File: src/rtl/seg_display_ctrl_pkg.sv
// Shared types and segment constants for the seven-segment display controller.
// Segment patterns are active-low, bit6=g .. bit0=a.
package seg_pkg;

  typedef enum logic [1:0] {
    IDLE,
    CONV,
    LOAD
  } state_e;

  localparam logic [6:0] SEG_BLANK = 7'b1111111;
  localparam logic [6:0] SEG_DASH  = 7'b0111111;

  // Entry n is the pattern for decimal digit n.
  localparam logic [9:0][6:0] SEG_TABLE = {
    7'b0011000,  // 9
    7'b0000000,  // 8
    7'b1111000,  // 7
    7'b0000010,  // 6
    7'b0010010,  // 5
    7'b0011001,  // 4
    7'b0110000,  // 3
    7'b0100100,  // 2
    7'b1111001,  // 1
    7'b1000000   // 0
  };

endpackage

File: src/rtl/seg_digit_encode.sv
// Combinational BCD digit to active-low segment pattern, with forced blanking.
module seg_digit_encode
  import seg_pkg::*;
(
  input  logic [3:0] digit_i,
  input  logic       blank_i,
  output logic [6:0] seg_o
);

  always_comb begin
    seg_o = SEG_BLANK;
    if (!blank_i && (digit_i <= 4'd9)) seg_o = SEG_TABLE[digit_i];
  end

endmodule

File: src/rtl/seg_display_ctrl.sv
// Binary to seven-segment controller: serial double-dabble conversion, then a
// single LOAD cycle registers the encoded digits, overflow flag and done pulse.
module seg_display_ctrl
  import seg_pkg::*;
#(
  parameter int WIDTH         = 20,
  parameter int DIGITS        = 6,
  parameter int BLANK_LEADING = 1
) (
  input  logic                  clk,
  input  logic                  rst_n,
  input  logic [WIDTH-1:0]      in_value,
  input  logic                  in_valid,
  output logic                  in_ready,
  output logic                  done,
  output logic                  overflow,
  output logic [7*DIGITS-1:0]   disp
);

  localparam int CW = $clog2(WIDTH + 1);
  localparam int BW = 4 * (DIGITS + 1);

  state_e                state_q, state_d;
  logic [WIDTH-1:0]      shift_q, shift_d;
  logic [BW-1:0]         bcd_q, bcd_d, bcd_adj;
  logic [CW-1:0]         cnt_q, cnt_d;
  logic [7*DIGITS-1:0]   disp_q, disp_d, seg_w;
  logic                  ovf_q, ovf_d;
  logic                  done_q, done_d;
  logic [DIGITS-1:0]     blank;
  logic                  seen_nz;

  always_comb begin
    bcd_adj = bcd_q;
    for (int unsigned i = 0; i <= DIGITS; i++) begin
      if (bcd_q[4*i +: 4] >= 4'd5) bcd_adj[4*i +: 4] = bcd_q[4*i +: 4] + 4'd3;
    end
  end

  // Walk from the top digit down; a digit is blanked until a nonzero one is seen.
  always_comb begin
    blank   = '0;
    seen_nz = 1'b0;
    for (int unsigned i = DIGITS - 1; i >= 1; i--) begin
      if (bcd_q[4*i +: 4] != 4'd0) seen_nz = 1'b1;
      blank[i] = (BLANK_LEADING != 0) && !seen_nz;
    end
  end

  for (genvar k = 0; k < DIGITS; k++) begin : g_enc
    seg_digit_encode u_enc (
      .digit_i (bcd_q[4*k +: 4]),
      .blank_i (blank[k]),
      .seg_o   (seg_w[7*k +: 7])
    );
  end

  always_comb begin
    state_d = state_q;
    shift_d = shift_q;
    bcd_d   = bcd_q;
    cnt_d   = cnt_q;
    disp_d  = disp_q;
    ovf_d   = ovf_q;
    done_d  = 1'b0;
    unique case (state_q)
      IDLE: begin
        if (in_valid) begin
          shift_d = in_value;
          bcd_d   = '0;
          cnt_d   = CW'(WIDTH);
          state_d = CONV;
        end
      end
      CONV: begin
        bcd_d   = {bcd_adj[BW-2:0], shift_q[WIDTH-1]};
        shift_d = {shift_q[WIDTH-2:0], 1'b0};
        cnt_d   = cnt_q - 1'b1;
        if (cnt_q == CW'(1)) state_d = LOAD;
      end
      LOAD: begin
        if (bcd_q[BW-1 -: 4] != 4'd0) begin
          ovf_d  = 1'b1;
          disp_d = {DIGITS{SEG_DASH}};
        end else begin
          ovf_d  = 1'b0;
          disp_d = seg_w;
        end
        done_d  = 1'b1;
        state_d = IDLE;
      end
      default: state_d = IDLE;
    endcase
  end

  always_ff @(posedge clk) begin
    if (!rst_n) begin
      state_q <= IDLE;
      shift_q <= '0;
      bcd_q   <= '0;
      cnt_q   <= '0;
      disp_q  <= {DIGITS{SEG_BLANK}};
      ovf_q   <= 1'b0;
      done_q  <= 1'b0;
    end else begin
      state_q <= state_d;
      shift_q <= shift_d;
      bcd_q   <= bcd_d;
      cnt_q   <= cnt_d;
      disp_q  <= disp_d;
      ovf_q   <= ovf_d;
      done_q  <= done_d;
    end
  end

  assign in_ready = (state_q == IDLE);
  assign done     = done_q;
  assign overflow = ovf_q;
  assign disp     = disp_q;

endmodule

File: config.mk
export PLATFORM = sky130hd
export DESIGN_NAME = seg_display_ctrl
export DESIGN_NICKNAME = d
export VERILOG_FILES = /design/src/rtl/seg_display_ctrl_pkg.sv /design/src/rtl/seg_digit_encode.sv /design/src/rtl/seg_display_ctrl.sv
export SDC_FILE = /design/constraint.sdc
export NUM_CORES = 1
export LEC_CHECK = 0
export ABC_CLOCK_PERIOD_IN_PS = 6600
export BUFFER_PORTS_ARGS = -buffer_cell sky130_fd_sc_hd__buf_2
export CAP_MARGIN = 40
export CORE_MARGIN = 1.5
export CORE_UTILIZATION = 55
export DETAILED_ROUTE_END_ITERATION = 10
export PLACE_DENSITY = 0.75
export SKIP_LAST_GASP = 1
export SYNTH_ARGS = -nofsm -noshare
export SYNTH_HDL_FRONTEND = slang
export SYNTH_SLANG_ARGS = --single-unit
File: constraint.sdc
create_clock -name clk -period 6.6 [get_ports clk]
set_input_delay 0.66 -clock clk [delete_from_list [all_inputs] [get_ports clk]]
set_output_delay 0.66 -clock clk [all_outputs]
set_load 0.005 [all_outputs]
; ---- Word level (Yosys, flattened, before mapping)
; Memory sizes are Yosys's and may differ from the RTL's. A register that Yosys moved wholly into a read port is not among the register bits.
; Index checks and enable logic that the tools add are counted.
[word_totals]
reg_bits = 99
mem_bits_ro = 672
input_bits = 23
out_inout_bits = 45
wordCells = 108
mem_count = 6
[op_classes]
n_addsub = 8
magnitude_cmp = 19
eq_ne = 5
n_mux = 48
n_reduce_logical = 15
[memory_table]
columns = name, depth, word_bits, read_ports, rd_ports_with_merged_regs, write_ports, line_no
row1 = (name not given), 16, 7, 1, 1, 0, seg_digit_encode.sv:12  ; if (!blank_i && (digit_i <= 4'd9)) seg_o = SEG_TABLE[digit_i];
row2 = (name not given), 16, 7, 1, 1, 0, seg_digit_encode.sv:12
row3 = (name not given), 16, 7, 1, 1, 0, seg_digit_encode.sv:12
row4 = (name not given), 16, 7, 1, 1, 0, seg_digit_encode.sv:12
row5 = (name not given), 16, 7, 1, 1, 0, seg_digit_encode.sv:12
row6 = (name not given), 16, 7, 1, 1, 0, seg_digit_encode.sv:12
[op_table]
columns = op, count
row1 = 7-bit 2-to-1 mux, 12
row2 = 4-bit 2-to-1 mux, 18
row3 = 28-bit one-hot mux with 2 select lines, 1
row4 = 42-bit 2-to-1 mux, 1
row5 = 20-bit one-hot mux with 2 select lines, 1
row6 = "4-bit by 5-bit < comparator with 1-bit output, second input constant", 6
row7 = "4-bit by 3-bit >= comparator with 1-bit output, second input constant", 7
row8 = 28-bit 2-to-1 mux, 1
row9 = "4-bit by 2-bit adder with 4-bit output, second input constant", 6
row10 = "4-bit less-or-equal comparator, second input constant", 6
row11 = 4-bit nonzero test, 6
row12 = 20-bit 2-to-1 mux, 1
row13 = 5-bit one-hot mux with 2 select lines, 1
row14 = 1-bit 2-to-1 mux, 7
row15 = "5-bit by 1-bit equality test with 1-bit output, second input constant", 1
row16 = 1-bit logical AND, 5
row17 = 5-bit 2-to-1 mux, 1
row18 = "5-bit by 1-bit subtractor with 5-bit output, second input constant", 1
row19 = 2-bit 2-to-1 mux, 2
row20 = "2-bit inequality test, second input constant", 2
row21 = 2-bit one-hot mux with 2 select lines, 1
row22 = 2-bit AND reduction, 2
row23 = "3-bit by 2-bit adder with 3-bit output, second input constant", 1
row24 = 3-bit 2-to-1 mux, 1
row25 = other kinds (4), 4

; ---- Logic depth before layout (Yosys ltp)
[logic_depth]
ltp_word = 9
ltp_mapped = 11

; ---- Cells and area by module
; From an unflattened synthesis, not the netlist that was laid out.
[unflattened]
hier_cells = 729
hier_area_um2 = 5784.3
[modules_own_cells]
columns = mod, n_inst, cells_each, area_each_um2
row1 = seg_display_ctrl, 1, 537, 4361.7
row2 = seg_digit_encode at g_enc[0].u_enc ..., 3, 33, 245.2
row3 = seg_digit_encode at g_enc[3].u_enc ..., 3, 31, 229.0

; ---- Worst setup path before layout
; OpenSTA, ideal clock, no wires.
[synth_path]
path_type = input to register
from = input in_valid
to = register with a tool-made name
setup_ns = 0.117
arrival_time_ns = 2.302
setup_slack_ns = 4.181
stages = 10
path_buffers = 3
path_cell_list = buf_2 o21bai_4 and2_1 buf_6 buf_6 a2bb2oi_4 inv_2 ha_1 o31a_1 a22o_1
[synth_rtl]
columns = item, line_no
row1 = start: declaration, seg_display_ctrl.sv:13  ; input logic in_valid,

==> reports/qor.txt <==
========================================================================================
Adder and majority gate portion of the synthesized area ...................       9.193%
Pin count of the biggest net entering global routing ......................           63
Average cell area after synthesis .........................................   9.198 um^2
Filler cell count .........................................................          974
Reg clk slew, reported paths ..............................................      0.06 ns
Antenna violations before repair ..........................................            0
Post-Place Cells ..........................................................          906
Combined area of all synthesized cells ....................................    6669 um^2
Post-CTS resize count .....................................................            0
Number of clock sinks .....................................................          141
Die Footprint .............................................................   12800 um^2
Static Leak ...............................................................     3.420 nW
Sum of negative setup slack ...............................................         0 ns
Fmax ......................................................................    340.9 MHz
Chip width ................................................................     113.1 um
IO Pins ...................................................................           68
Total grt overflow ........................................................            0
Final setup violation count ...............................................            0
Async set-or-reset flop fraction in the synthesized netlist ...............           0%
Post-synthesis xor/xnor area fraction .....................................      0.7880%
Startpoint of the worst-slack reg-to-reg timing path ...................... state_q[0]$_SDFFE_PN0P_
Worst-Margin Slew .........................................................    0.7370 ns
Wire per inst .............................................................     16.02 um
Main flop type after synthesis ............................................      dfxtp_1
Area fraction in and, or, nand and nor cells after synthesis ..............       16.68%
Starting DRC count in detailed routing ....................................          309
Ratio of cells with drive above 1 in the final layout .....................       18.58%
Cell count after synthesis ................................................          725
Mux contribution to synthesized area ......................................       1.351%
Final setup slack of the worst path .......................................     3.666 ns
DP Worst Slack ............................................................     3.248 ns
Fraction of synthesized cell area taken by the top area cell type .........       42.33%
Number of global-route vias before repair .................................         5373
Wire length of the first global-routing pass ..............................     25230 um
# hold bufs at CTS ........................................................            0
Total of flip-flops plus latches after synthesis ..........................          141
Die extent in y ...........................................................     113.1 um
Warning count from the yosys run ..........................................            0
All-layer global routing usage ............................................       24.81%
Sort of element at the start of the critical path ......................... primary input
Hold WC Path Type .........................................................      reg2reg
Ant. Diodes ...............................................................            0
Remaining antenna violation count after routing ...........................            0
Sequential share of the synthesized area ..................................       42.33%
CTS tree ..................................................................         done
Final core occ ............................................................       64.43%
RSZ-0062 raised after global routing ......................................        false
Remaining DRCs ............................................................            0
Buffers inserted by post-CTS timing repair ................................            0
Clock Latency Late Sink ...................................................      0.43 ns
Reg-to-reg setup timing slack .............................................      3.80 ns
Max-cap viol count ........................................................            0
Areal power density over the cells ........................................ 257.2 nW/um^2
Bufs on Longest Clock Path ................................................            2
# nets final ..............................................................          850
Storage element area ......................................................    2823 um^2
Sum of internal, switching and leakage power ..............................     1.974 mW
Result of the run ......................................................... finished, final reports clean
Crit path time final ......................................................     2.934 ns
Type of the worst setup path ..............................................       in2reg
Htree depth ...............................................................            4
Placed Instance Area ......................................................    7054 um^2
Site row count ............................................................           40
Required time worst endpoint ..............................................      6.96 ns
Largest fanout on the critical path .......................................           19
Start point of the critical path ..........................................     in_valid
Yosys cell types ..........................................................           69
Via/cell ratio ............................................................        5.882
Most area-consuming cells after synthesis ................................. dfxtp_1 42%, ha_1 9.2%, nand2_1 3.8%, a21oi_1 3.8%, o21ai_0 3.1%
DR vias ...................................................................         5517
WP data arrival ...........................................................      3.29 ns
Portion of the clock cycle consumed by the worst path in the final layout .       44.45%
Worst slew slack as a fraction of its limit ...............................       50.56%
Final non-filler cell total ...............................................          938
Peak supply drop ..........................................................     159.0 uV
Category of the worst setup path capture point ............................    flip-flop
Largest family of logic cells by synthesized area ......................... compound AO/OA/AOI/OAI gates
Num CTS Buffers ...........................................................           17
Initial core utilization ..................................................       55.99%
Count of buffers from port buffering ......................................           67
Slew Viols, Final .........................................................            0
Hold violation count in the final report ..................................            0
Synthesized-area fraction occupied by ao, oa, aoi and oai cells ...........       24.24%
Final standard cell area without fillers ..................................    7675 um^2
Cell count of the worst reg-to-reg path ...................................            8
Smallest hold slack .......................................................    0.4352 ns
Placeable core region .....................................................   11910 um^2
Multi-input gate area in the final layout .................................    3487 um^2
Count of flip-flops with a built-in enable after synthesis ................            0
Total wire length .........................................................     15030 um
Area grow syn2layout ......................................................       15.08%
TritonRoute pass-1 iters ..................................................            5
Synth area leader .........................................................      dfxtp_1
Worst Clk Skew ............................................................  0.007017 ns
Buffer cell driving the clock tree root ...................................    clkbuf_16
HPWL Detailed .............................................................      9928 um
Final weighted congestion in routability-driven placement .................       0.9205
Synthesized Nets ..........................................................          797
========================================================================================
==> per-layer routing <==
metal	part of all wire, %	up-vias	global-route usage [%]	wire length, um
li1	-	2706	-	-
met1	44	2644	29.86	6625
met2	49	131	41.49	7299
met3	4.1	36	5.410	612
met4	3.2	0	13.42	488
met5	0	-	0	0
==> synth_stat cells (all sizes together) (10+ instances only) <==
library cell    n
ha             49
dfxtp         141
a211o          12
nand2          68
nor2           41
o221a          13
o21ai          43
nor3b          10
a211oi         17
nand3          12
nor2b          16
a21oi          52
o22ai          30
inv            46
nand2b         12
clkbuf         28
buf            11
==> how the worst min path moves through the flow <==
stage	startpoint	to	slack, ns	cells after the start
5_1_grt	flip-flop	disp[14]$_SDFFE_PN1P_	0.45	1
4_1_cts	flip-flop	disp[19]$_SDFFE_PN1P_	0.44	1
3_3_place_gp	flip-flop	disp[16]$_SDFFE_PN1P_	0.42	1
2_1_floorplan	flip-flop	disp[14]$_SDFFE_PN1P_	0.41	1
3_5_place_dp	flip-flop	disp[19]$_SDFFE_PN1P_	0.43	1
6_report	flip-flop	disp[19]$_SDFFE_PN1P_	0.44	1
==> cell type report <==
class                      instances  share of cell area [%]
clock buffer                      22                   6.309
clock inverter                    10                   1.777
inverter                          48                   2.348
multi-input combinational        497                   45.44
sequential                       141                   36.78
tap                              147                   2.396
timing repair buffer              73                   4.956
==> worst max-delay path: stages <==
cell	delay, ns
buf_2	0.21
o21bai_4	0.49
and2_1	0.56
buf_4	0.35
nand2_1	0.09
o21a_1	0.18
ha_1	0.22
or3_1	0.36
a21oi_1	0.15
==> where the power goes <==
| group | internal [mW] | switching, mW |
|---|---|---|
| combinational | 0.0398 | 0.0608 |
| clock | 0.632 | 0.361 |
| sequential | 0.869 | 0.0115 |
| total | 1.54 | 0.433 |
==> cell usage in the layout, fill, tap and decap left out, types with 6 or more instances in the layout <==
master | synthesis | final
nand3_1 | 12 | 12
o21ai_0 | 41 | 41
nand2b_1 | 12 | 12
nor2b_1 | 16 | 15
clkbuf_16 | 0 | 17
o22ai_1 | 30 | 30
o221a_2 | 13 | 13
dfxtp_1 | 141 | 141
nand2_1 | 68 | 68
a21o_1 | 8 | 8
and2_1 | 7 | 7
a211oi_1 | 15 | 15
o22a_1 | 6 | 6
mux2i_1 | 9 | 9
buf_2 | 7 | 67
buf_4 | 1 | 6
nor3b_1 | 10 | 10
and3_1 | 9 | 9
ha_1 | 49 | 49
nor2_1 | 40 | 40
xnor2_1 | 6 | 6
inv_1 | 41 | 41
a21oi_1 | 50 | 50
a211o_1 | 12 | 12
==> cell families after synthesis <==
group,count (synthesis)
AOI/OAI and AO/OA,222
xor gates and xnor gates,6
adders and majority gates,49
buffers and inverters,87
DFF,141
muxes,9
and+or+nand+nor,211
Power figures use the tool's default switching activity.
